[src/rtl/riscv_div_pkg.sv]
// Shared definitions for the RV32M divide sequencer: op encoding, FSM states, cache entry.
// The optional result cache is enabled by defining RISCV_DIV_RESULT_CACHE_EN.
package riscv_div_pkg;

  localparam logic [1:0] DIV_OP_DIV  = 2'b00;
  localparam logic [1:0] DIV_OP_DIVU = 2'b01;
  localparam logic [1:0] DIV_OP_REM  = 2'b10;
  localparam logic [1:0] DIV_OP_REMU = 2'b11;

  localparam int UNSIGNED_BIT = 0;
  localparam int REM_BIT      = 1;

  // Quotient returned for a zero divisor (all ones, as RV32M requires).
  localparam logic [31:0] DIV_ZERO_Q = 32'hFFFF_FFFF;

  typedef enum logic [1:0] {
    ST_IDLE = 2'd0,
    ST_CALC = 2'd1,
    ST_DONE = 2'd2
  } div_state_e;

  typedef struct packed {
    logic        valid;
    logic        uns;
    logic [31:0] a;
    logic [31:0] b;
    logic [31:0] q;
    logic [31:0] r;
  } div_cache_t;

  // Two's-complement negate when neg is set; 0x80000000 maps onto itself.
  function automatic logic [31:0] cond_neg(input logic [31:0] v, input logic neg);
    return neg ? (~v + 32'd1) : v;
  endfunction

endpackage

[src/rtl/riscv_div_sign_fix.sv]
// Combinational sign restoration of the unsigned divider outputs.
// Quotient is negated when operand signs differ; remainder follows the dividend sign.
module riscv_div_sign_fix
  import riscv_div_pkg::*;
(
  input  logic [31:0] div_q,
  input  logic [31:0] div_r,
  input  logic        sign_a,
  input  logic        sign_b,
  output logic [31:0] q_fix,
  output logic [31:0] r_fix
);

  logic [1:0][31:0] lane_in;
  logic [1:0][31:0] lane_out;
  logic [1:0]       lane_neg;

  // Lane 0 carries the quotient, lane 1 the remainder.
  assign lane_in  = {div_r, div_q};
  assign lane_neg = {sign_a, sign_a ^ sign_b};

  genvar gi;
  generate
    for (gi = 0; gi < 2; gi++) begin : g_lane
      assign lane_out[gi] = cond_neg(lane_in[gi], lane_neg[gi]);
    end
  endgenerate

  assign q_fix = lane_out[0];
  assign r_fix = lane_out[1];

endmodule

[src/rtl/riscv_div_ctrl.sv]
// Sequencer for the shared multicycle unsigned divider (DIV/DIVU/REM/REMU).
// Define RISCV_DIV_RESULT_CACHE_EN to add a one-entry result cache for DIV/REM pairs.
module riscv_div_ctrl
  import riscv_div_pkg::*;
#(
  parameter int DIV_LATENCY = 2,
  parameter int TAG_W       = 5
) (
  input  logic             clk,
  input  logic             reset_n,
  input  logic             kill,
  input  logic             req_valid,
  output logic             req_ready,
  input  logic [1:0]       req_op,
  input  logic [31:0]      req_a,
  input  logic [31:0]      req_b,
  input  logic [TAG_W-1:0] req_tag,
  output logic             resp_valid,
  input  logic             resp_ready,
  output logic [31:0]      resp_data,
  output logic [TAG_W-1:0] resp_tag,
  output logic [31:0]      div_x,
  output logic [31:0]      div_y,
  input  logic [31:0]      div_q,
  input  logic [31:0]      div_r
);

  localparam int CNT_W = (DIV_LATENCY > 1) ? $clog2(DIV_LATENCY) : 1;
  localparam logic [CNT_W-1:0] CNT_LOAD = CNT_W'(DIV_LATENCY - 1);

  div_state_e       state_reg, state_next;
  logic [CNT_W-1:0] cnt_reg;
  logic [1:0]       op_reg;
  logic             sign_a_reg, sign_b_reg;
  logic [31:0]      div_x_reg, div_y_reg;
  logic [31:0]      resp_data_reg;
  logic [TAG_W-1:0] resp_tag_reg;

  logic        accept, capture, b_zero, cache_hit;
  logic        req_sign_a, req_sign_b;
  logic [31:0] q_fix, r_fix, hit_data;

  assign accept     = req_valid && (state_reg == ST_IDLE) && reset_n && !kill;
  assign capture    = (state_reg == ST_CALC) && (cnt_reg == '0);
  assign b_zero     = (req_b == 32'd0);
  assign req_sign_a = req_a[31] & ~req_op[UNSIGNED_BIT];
  assign req_sign_b = req_b[31] & ~req_op[UNSIGNED_BIT];

  riscv_div_sign_fix u_sign_fix (
    .div_q  (div_q),
    .div_r  (div_r),
    .sign_a (sign_a_reg),
    .sign_b (sign_b_reg),
    .q_fix  (q_fix),
    .r_fix  (r_fix)
  );

`ifdef RISCV_DIV_RESULT_CACHE_EN
  div_cache_t  cache_reg;
  logic [31:0] op_a_reg, op_b_reg;

  assign cache_hit = cache_reg.valid && (cache_reg.a == req_a) && (cache_reg.b == req_b) &&
                     (cache_reg.uns == req_op[UNSIGNED_BIT]);
  assign hit_data  = req_op[REM_BIT] ? cache_reg.r : cache_reg.q;

  // Cache survives kill on purpose: a flushed op never reaches capture, so the entry stays coherent.
  always_ff @(posedge clk) begin
    if (!reset_n) begin
      cache_reg <= '0;
      op_a_reg  <= '0;
      op_b_reg  <= '0;
    end else if (!kill) begin
      if (accept) begin
        op_a_reg <= req_a;
        op_b_reg <= req_b;
      end
      if (capture) begin
        cache_reg <= '{valid: 1'b1, uns: op_reg[UNSIGNED_BIT], a: op_a_reg, b: op_b_reg,
                       q: q_fix, r: r_fix};
      end
    end
  end
`else
  assign cache_hit = 1'b0;
  assign hit_data  = '0;
`endif

  always_ff @(posedge clk) begin
    if (!reset_n) begin
      state_reg <= ST_IDLE;
    end else begin
      state_reg <= state_next;
    end
  end

  always_comb begin
    state_next = state_reg;
    unique case (state_reg)
      ST_IDLE: if (accept) state_next = (b_zero || cache_hit) ? ST_DONE : ST_CALC;
      ST_CALC: if (capture) state_next = ST_DONE;
      ST_DONE: if (resp_ready) state_next = ST_IDLE;
      default: state_next = ST_IDLE;
    endcase
    if (kill) state_next = ST_IDLE;
  end

  // Divider operands are only loaded on accept, so they hold through the whole multicycle path.
  always_ff @(posedge clk) begin
    if (!reset_n) begin
      cnt_reg       <= '0;
      op_reg        <= '0;
      sign_a_reg    <= 1'b0;
      sign_b_reg    <= 1'b0;
      div_x_reg     <= '0;
      div_y_reg     <= '0;
      resp_data_reg <= '0;
      resp_tag_reg  <= '0;
    end else if (!kill) begin
      if (accept) begin
        op_reg       <= req_op;
        resp_tag_reg <= req_tag;
        sign_a_reg   <= req_sign_a;
        sign_b_reg   <= req_sign_b;
        div_x_reg    <= cond_neg(req_a, req_sign_a);
        div_y_reg    <= cond_neg(req_b, req_sign_b);
        cnt_reg      <= CNT_LOAD;
        if (b_zero) begin
          resp_data_reg <= req_op[REM_BIT] ? req_a : DIV_ZERO_Q;
        end else if (cache_hit) begin
          resp_data_reg <= hit_data;
        end
      end
      if (state_reg == ST_CALC) begin
        if (capture) begin
          resp_data_reg <= op_reg[REM_BIT] ? r_fix : q_fix;
        end else begin
          cnt_reg <= cnt_reg - CNT_W'(1);
        end
      end
    end
  end

  always_comb begin
    req_ready  = (state_reg == ST_IDLE) && reset_n;
    resp_valid = (state_reg == ST_DONE);
    resp_data  = resp_data_reg;
    resp_tag   = resp_tag_reg;
    div_x      = div_x_reg;
    div_y      = div_y_reg;
  end

endmodule

[config.mk]
export PLATFORM = sky130hd
export DESIGN_NAME = riscv_div_ctrl
export DESIGN_NICKNAME = d
export VERILOG_FILES = /design/src/rtl/riscv_div_pkg.sv /design/src/rtl/riscv_div_sign_fix.sv /design/src/rtl/riscv_div_ctrl.sv
export SDC_FILE = /design/constraint.sdc
export NUM_CORES = 1
export LEC_CHECK = 0
export CAP_MARGIN = 20
export CELL_PAD_IN_SITES_DETAIL_PLACEMENT = 0
export CELL_PAD_IN_SITES_GLOBAL_PLACEMENT = 1
export CORE_ASPECT_RATIO = 1.25
export CORE_UTILIZATION = 36
export DETAILED_ROUTE_END_ITERATION = 16
export HOLD_SLACK_MARGIN = 0.06
export PLACE_DENSITY = 0.86
export SYNTH_ARGS = -nofsm -noshare
export SYNTH_HDL_FRONTEND = slang
export SYNTH_SLANG_ARGS = --single-unit
[constraint.sdc]
create_clock -name clk -period 6.6 [get_ports clk]
set_clock_uncertainty 0.2 [all_clocks]
set_input_delay 0.99 -clock clk [delete_from_list [all_inputs] [get_ports clk]]
set_output_delay 0.99 -clock clk [all_outputs]
set_load 0.01 [all_outputs]
## Word-level counts from Yosys, hierarchy flattened

Cells that the tools add are included.

| word-level totals | value |
|---|---|
| register bits after elaboration | 108 |
| word-level logic and storage cells | 59 |

| operators by class | value |
|---|---|
| $add $sub $neg | 5 |
| eq/ne operators | 5 |
| muxes and demuxes | 18 |
| bitwise operators | 11 |
| reductions and logical operators | 11 |

Operators by type and width:

| operator | number |
|---|---|
| 32-bit 2-to-1 mux | 10 |
| 32-bit by 1-bit adder with 32-bit output, second input constant | 4 |
| 32-bit NOT | 4 |
| 32-bit logical NOT | 1 |
| 2-bit 2-to-1 mux | 4 |
| 2-bit one-hot mux with 3 select lines | 1 |
| 1-bit logical AND | 5 |
| 2-bit inequality test, second input constant | 2 |
| 1-bit NOT | 4 |
| 1-bit 2-to-1 mux | 3 |
| 3-bit AND reduction | 1 |
| 1-bit AND | 2 |
| 2-bit by 1-bit equality test with 1-bit output, second input constant | 1 |
| 2-bit equality test, second input constant | 1 |
| 2-bit logical NOT | 1 |
| 2-bit by 1-bit inequality test with 1-bit output, second input constant | 1 |
| 2-bit AND reduction | 1 |
| 2-bit OR reduction | 1 |
| 1-bit logical NOT | 1 |
| 1-bit subtractor, second input constant | 1 |
| 1-bit bitwise XOR | 1 |

## Depth between registers and ports, before layout

Gate-level depths: netlist of the first run.

| logic depth | value |
|---|---|
| depth after elaboration | 7 |
| mapped depth | 12 |
| depth with buffers taken out | 9 |

## Modules after synthesis

A second synthesis of the first run with hierarchy kept.

| second synthesis, totals | value |
|---|---|
| cells, all modules | 985 |
| area total of the unflattened synthesis | 7,702.4 um2 |

Modules (own cells, without submodules):

| module | times used | cells each | area an instance (um2) | seq. area each (um2) |
|---|---|---|---|---|
| riscv_div_ctrl | 1 | 781 | 6,282.3 | 2,142.1 |
| riscv_div_sign_fix | 1 | 204 | 1,420.1 | 0.0 |

## Worst setup path before layout of the first run

OpenSTA, ideal clock, no wires.

| timing path | value |
|---|---|
| path type | input port to flip-flop |
| from | input port req_b[18] |
| to | register resp_data_reg[3] (netlist: resp_data[3]) |
| library setup time | 0.137 ns |
| data arrival time | 3.690 ns |
| required time | 6.263 ns |
| path slack | 2.574 ns |
| stages | 9 |
| cell sequence | or4_4 > or4_4 > or4_4 > buf_6 > or4_4 > buf_6 > or3_1 > o211ai_2 > a31oi_1 |

| on the way | value |
|---|---|
| longest elaborated chain between the ends | 5 |

RTL lines:

| element | line | RTL |
|---|---|---|
| from (decl) | riscv_div_ctrl.sv:16 | `input logic [31:0] req_b,` |
| 32-bit logical NOT * | riscv_div_ctrl.sv:45 | `assign b_zero = (req_b == 32'd0);` |
| 32-bit 2-to-1 mux * | riscv_div_ctrl.sv:127 | `if (b_zero) begin` |
| 32-bit 2-to-1 mux * | riscv_div_ctrl.sv:119 | `if (accept) begin` |
| 32-bit 2-to-1 mux | riscv_div_ctrl.sv:134 | `if (capture) begin` |
| 32-bit 2-to-1 mux * | riscv_div_ctrl.sv:133 | `if (state_reg == ST_CALC) begin` |
| to (signal assigned) | riscv_div_ctrl.sv:128 | `resp_data_reg <= req_op[REM_BIT] ? req_a : DIV_ZERO_Q;` |
| to (signal assigned) | riscv_div_ctrl.sv:130 | `resp_data_reg <= hit_data;` |
| to (signal assigned) | riscv_div_ctrl.sv:135 | `resp_data_reg <= op_reg[REM_BIT] ? r_fix : q_fix;` |
| to (decl) | riscv_div_ctrl.sv:36 | `logic [31:0] resp_data_reg;` |

Every way passes the cells marked *; elsewhere a longest branch is shown, timed or not.
A chain may end at the register's enable or synchronous reset.

## Worst setup path in the final report of the first run

Ends and elaborated chain as after synthesis.

==> metrics.yaml, run 1 <==
cp-start-kind: "input port"
hpwl_um: 20000
start_util_pct: 37.0
insertedDiodeCount: 0
overflow: 0
synth_top_family_by_area: "compound AO/OA/AOI/OAI gates"
cp_max_fo: 18
p_int_mw: 1.15
cap_violations: 0
status: "completed"
p_leak_nw: 3.82
synth_area_leader_cell: "dfxtp_1"
grt_max_degree: 69
track_usage_pct: 24.5
cts_max_level: 3
synth_enable_flop_cells: 0
clkTransAtPathRegs_ns: 0.07
clk_latency_ns: 0.35
tightest_slew_ns: 1.02
yosys.area.top_type_share_pct: 29.6
max_stage_delay_ns: 0.68
antenna_found_initial: 0
hold_violations: 0
synth_compound_area_share_pct: 29.0
ant_nets: 0
sequentialPowerShare_pct: 43.1
viasPerCell: 5.57
synth.most_common_cell: "dfxtp_1"
synthAdderAreaFrac_pct: 0.691
io_pins: 243
min_period_ns: 4.31
cp_common_cell: "or4_4"
synth.area.top_cells: "dfxtp_1, xor2_1, o211a_1"
r2r_slack_ns: 3.77
post-route-worst-setup-slack_ns: 2.29
cts.path.max_buffers: 2
cts_setup_buffers: 0
fin_nets: 1270
synthCells: 926
firstDrtPassIters: 5
die_x_um: 129
drtIter0Drc: 542
grt_pass1_vias: 7258
die_area_um2: 20700
rows: 57
cts_tree: "done"
ff2ff_path_depth: 7
cts_sinks: 107
combPwrFrac_pct: 23.8
crit_chain: "clkdlybuf4s50_1 -> or4_4 -> or4_4 -> or4_4 -> or4_4 -> or3_1 -> o211ai_2 -> a31oi_1"
setup_violations: 0
synth_mux_area_share_pct: 0.432
synth-seq-cells: 107
netlist_area_um2: 7250
numPlacedInstances: 1379
fill_cells: 1926
clockRootBuffer: "clkbuf_16"
cp_slowest_cell: "or4_4"
whs_path_depth: 2
pwr-share-clk_pct: 33.1
crit_type: "input port to register"
switching_share_pct: 27.7
synthDistinctLibCells: 66
synth_nets: 1070
tns_ns: 0
core_um2: 19600
drc: 0
vdd_drop_max_uv: 121
fmax_ghz: 0.232
max-slew-margin-rel_pct: 31.7
avgSynthCellArea_um2: 7.83
yosys-top-cells-count: "dfxtp_1, nand2_1, o21ai_0"
p_switching_mw: 0.443
power_density_nw_per_um2: 158
port_buffers: 242
synth-main-ff-cell: "dfxtp_1"
finalCritPeriodShare_pct: 65.3
drive_gt1_share_pct: 4.07
cp-end-kind: "register"
hold_buffers: 0
cts_made_buffers: 9
drv_slew: 0
yosysWarnings: 0
wirelength_um: 25800
yosys.area_share.xor_xnor_pct: 13.3
hold_class: "register to register"
instances_no_fill: 1394
vias: 7758
multi_input_area_um2: 4770
syn2layout_area_growth_pct: 39.4
critPathRequiredTime_ns: 6.60
rsz0062_at_grt: "no"
grt_pass1_wl_um: 39800
worstPathArrival_ns: 4.31
yosysSeqAreaShare_pct: 29.6
avgRoutedWirePerCell_um: 18.5
die_h_um: 161
place_ws_ns: 1.94
synth-async-reset-ratio_pct: 0
cts_resized: 0
synth-simple-area-share_pct: 22.3
place_congestion: 0.893
seq_area_um2: 2140
## path summary, 6_finish.rpt
path,from,endpoint
max,req_b[18],resp_data[3]
min,resp_tag[4],resp_tag[4]
max reg2reg,sign_a_reg,resp_data[12]
min reg2reg,resp_tag[4],resp_tag[4]
## area by class of cell
cell class | count | area share (%)
clock buffers | 10 | 2.27
clock inverters | 4 | 0.520
inverters | 18 | 0.669
multi-input cells | 736 | 47.2
flip-flops and latches | 107 | 21.2
well taps | 265 | 3.28
repair buffers | 254 | 24.8
## kinds of logic after synthesis
kind of cell	after synthesis
mux	3
flops	107
xor+xnor	110
compound gates	301
fa+ha+maj	4
simple gates	318
buf+inv	83
## routing by layer
layer	global-route usage, %	vias to the layer above	routed length [um]
met3	5.20	26	1960
met1	30.7	3616	11200
met2	41.9	282	12300
met5	0	-	0
met4	6.84	0	408
li1	-	3834	-
## cells in the final DEF (no fill, tap or decap), types with 12 or more instances in the layout
cell and count:
dfxtp_1 107, o211a_1 40, nor3_1 27, or4_1 14, xnor2_1 40, nand3_1 29
o21ai_0 76, a21oi_1 50, o41ai_1 21, xor2_1 70, or3_1 24, nor4_1 14
clkdlybuf4s50_1 241, inv_1 18, nand2_1 101, o31ai_1 23, nor2_1 57, buf_4 12
## per-stage QoR
step	total power, mW	util [%]	hold slack [ns]	cell area [um2]
detailed placement	1.08	50.0	0.258	9810
global placement	1.08	50.0	0.247	9810
global route	1.67	51.5	0.294	10100
finish	1.60	51.5	0.265	10100
CTS	1.61	51.5	0.268	10100
floorplan	0.864	-	0.279	7250
## power by group through the flow
stage                     registers [mW]  clock network [mW]  logic, mW
after detailed placement           0.703                   0      0.375
after CTS                          0.689               0.544      0.378
after global routing               0.692               0.569      0.411
final                              0.689               0.530      0.380
after floorplan                    0.713                   0      0.151
after global placement             0.703                   0      0.376
## worst max-delay path: cells and delay by family
| family | cells | cell delay [ns] |
|---|---|---|
| buffers and inverters | 1 | 0.49 |
| AOI/OAI and AO/OA | 2 | 0.17 |
| and+or+nand+nor | 5 | 2.66 |
Power figures use the tool's default switching activity.
==> run 2, diff against run 1 <==
--- a/config.mk
+++ b/config.mk
@@ -9,10 +9,10 @@
 export CELL_PAD_IN_SITES_DETAIL_PLACEMENT = 0
 export CELL_PAD_IN_SITES_GLOBAL_PLACEMENT = 1
 export CORE_ASPECT_RATIO = 1.25
-export CORE_UTILIZATION = 36
+export CORE_UTILIZATION = 33
 export DETAILED_ROUTE_END_ITERATION = 16
 export HOLD_SLACK_MARGIN = 0.06
-export PLACE_DENSITY = 0.86
+export PLACE_DENSITY = 0.8
 export SYNTH_ARGS = -nofsm -noshare
 export SYNTH_HDL_FRONTEND = slang
 export SYNTH_SLANG_ARGS = --single-unit
==> constraint.sdc (replaced) <==
create_clock -name clk -period 4.29 [get_ports clk]
set_clock_uncertainty 0.2 [all_clocks]
set_input_delay 0.6435 -clock clk [delete_from_list [all_inputs] [get_ports clk]]
set_output_delay 0.6435 -clock clk [all_outputs]
set_load 0.01 [all_outputs]
==> run 2 against run 1 <==
Effect of this change:
- first-iteration DRC count down 37%
- wire length up 4.0%
- register-to-register slack worse by 2.2 ns
- final cell count up 2.8%
- highest routed layer unchanged
==> metrics.yaml, run 2 (same netlist as run 1, synthesis figures left out) <==
hpwl_um: 20700  # was 20000 um
cts_max_level: 3  # unchanged
cts_setup_buffers: 0  # unchanged
clkTransAtPathRegs_ns: 0.07  # about the same
start_util_pct: 33.6  # was 37.0%
crit_type: "input port to register"  # unchanged
cap_violations: 0  # unchanged
cp_common_cell: "or4_4"  # unchanged
vdd_drop_max_uv: 181  # was 121 uV
rows: 60  # was 57
fin_area_um2: 10300  # was 10100 um2
clk_latency_ns: 0.35  # about the same
drv_slew: 0  # unchanged
final_util_pct: 47.8  # was 51.5%
port_buffers: 242  # unchanged
finalCritPeriodShare_pct: 89.0
sequentialPowerShare_pct: 42.8  # was 43.1%
place_area_um2: 10000  # was 9810 um2
drive_gt1_share_pct: 6.16  # was 4.07%
combPwrFrac_pct: 24.0  # was 23.8%
die_area_um2: 22600  # was 20700 um2
p_int_mw: 1.76  # was 1.15 mW
worst-path-buf-inv: 1  # unchanged
power_density_nw_per_um2: 240  # was 158 nW/um2
cts_sinks: 107  # unchanged
fmax_ghz: 0.262
grt_pass1_vias: 7646  # was 7258
cp_top_family: "simple AND/OR/NAND/NOR gates"  # unchanged
antenna_found_initial: 1  # was 0
setup_violations: 0  # unchanged
ant_nets: 0  # unchanged
cp_slowest_cell: "or4_4"  # unchanged
pwr-share-clk_pct: 33.2  # was 33.1%
tns_ns: 0  # unchanged
hold_class: "register to register"  # unchanged
die_h_um: 168  # was 161 um
status: "completed"  # unchanged
max_stage_delay_ns: 0.68  # about the same
grt_pass1_wl_um: 41800  # was 39800 um
fill_cells: 2159  # was 1926
io_pins: 243  # unchanged
drtIter0Drc: 339  # was 542
core_um2: 21500  # was 19600 um2
vias: 7859  # was 7758
crit_chain: "clkdlybuf4s50_1 -> or4_1 -> or2_2 -> or4_4 -> or4_4 -> nor3_1 -> o21ai_0 -> a32o_1"  # was clkdlybuf4s50_1 -> or4_4 -> or4_4 -> or4_4 -> or4_4 -> or3_1 -> o211ai_2 -> a31oi_1
drc: 0  # unchanged
hold_buffers: 0  # unchanged
cp-end-kind: "register"  # unchanged
rsz0062_at_grt: "no"  # unchanged
firstDrtPassIters: 4  # was 5
cp-start-kind: "input port"  # unchanged
cts_tree: "done"  # unchanged
max-slew-margin-rel_pct: 28.1  # was 31.7%
clockRootBuffer: "clkbuf_16"  # unchanged
overflow: 0  # unchanged
cts_resized: 0  # unchanged
layout_common_cells: "clkdlybuf4s50_1, dfxtp_1, nand2_1"  # unchanged
die_x_um: 135  # was 129 um
cp_max_fo: 18  # unchanged
viasPerCell: 5.48  # was 5.57
hold_violations: 0  # unchanged
avgRoutedWirePerCell_um: 18.8  # was 18.5 um
switching_share_pct: 28.8  # was 27.7%
track_usage_pct: 23.7  # was 24.5%
min_period_ns: 3.82
p_switching_mw: 0.712  # was 0.443 mW
tightest_slew_ns: 1.07  # was 1.02 ns
cts_made_buffers: 9  # unchanged
place_congestion: 0.928  # was 0.893
fin_nets: 1292  # was 1270
p_leak_nw: 3.93  # was 3.82 nW
cts.path.max_buffers: 2  # unchanged
wirelength_um: 26900  # was 25800 um
critPathRequiredTime_ns: 4.34  # was 6.60 ns
grt_max_degree: 90  # was 69
final_common_cell: "clkdlybuf4s50_1"  # unchanged
syn2layout_area_growth_pct: 42.2  # was 39.4%
worstPathArrival_ns: 3.87  # was 4.31 ns
==> run 2: cell types whose count changed in the layout (fill, tap and decap cells not counted), sizes merged <==
| cell | before | now |
|---|---|---|
| inv | 19 | 18 |
| bufinv | 1 | 0 |
| clkinv | 2 | 3 |
| clkbuf | 10 | 11 |
| buf | 13 | 35 |
| diode | 0 | 1 |
| clkinvlp | 0 | 2 |
==> run 2: metrics by stage <==
step | hold WS (ns) | power [mW] | cells | setup slack, ns
final | 0.264 | 2.47 | 1433 | 0.474
after global routing | 0.298 | 2.59 | 1433 | 0.341
after CTS | 0.269 | 2.49 | 1432 | 0.484
after detailed placement | 0.262 | 1.67 | 1416 | 0.108
after global placement | 0.253 | 1.67 | 1416 | 0.165
after floorplan | 0.279 | 1.33 | 926 | 0.610
==> run 2: final timing paths <==
kind                                       to   startpoint  slack, ns  cells after the start
worst max register to register  resp_data[12]   sign_b_reg       1.60                      6
worst min-delay path              resp_tag[4]  resp_tag[4]       0.26                      2
worst max-delay path            resp_data[31]    req_b[14]       0.47                      8
worst min register to register    resp_tag[4]  resp_tag[4]       0.26                      2
==> run 2: layer usage <==
metal | GRT usage, % | wire, um
met2 | 40.8 | 12900
met1 | 28.2 | 11100
met3 | 6.15 | 2270
met5 | 0 | 0
met4 | 8.01 | 573
==> run 2: power by group through the flow <==
stage                     Combinational, mW  Sequential (mW)  Clock (mW)
final                                 0.595             1.06       0.822
after global routing                  0.645             1.06       0.880
after CTS                             0.596             1.06       0.836
after detailed placement              0.590             1.08           0
after global placement                0.593             1.08           0
after floorplan                       0.233             1.10           0
==> run 2: layout make-up <==
cell class              instances  area (um2)  share of cell area (%)
flip-flops and latches        107        2140                    20.8
well taps                     279         349                    3.39
multi-input cells             736        4770                    46.3
clock inverters                 5        37.5                   0.364
repair buffers                276        2690                    26.0
diodes                          1        2.50                  0.0243
inverters                      18        67.6                   0.655
clock buffers                  11         253                    2.45
==> run 2: worst min-delay path, stage by stage (launching register included) <==
cell      delay [ns]
dfxtp_1         0.31
nand2_1         0.04
a21boi_0        0.06
==> run 3, diff against run 2 <==
--- a/config.mk
+++ b/config.mk
@@ -10,6 +10,7 @@
 export CELL_PAD_IN_SITES_GLOBAL_PLACEMENT = 1
 export CORE_ASPECT_RATIO = 1.25
 export CORE_UTILIZATION = 33
+export CTS_CLUSTER_SIZE = 28
 export DETAILED_ROUTE_END_ITERATION = 16
 export HOLD_SLACK_MARGIN = 0.06
 export PLACE_DENSITY = 0.8
==> results of run 3 <==
The final DEF is identical to that of run 2; final timing and power are the same.
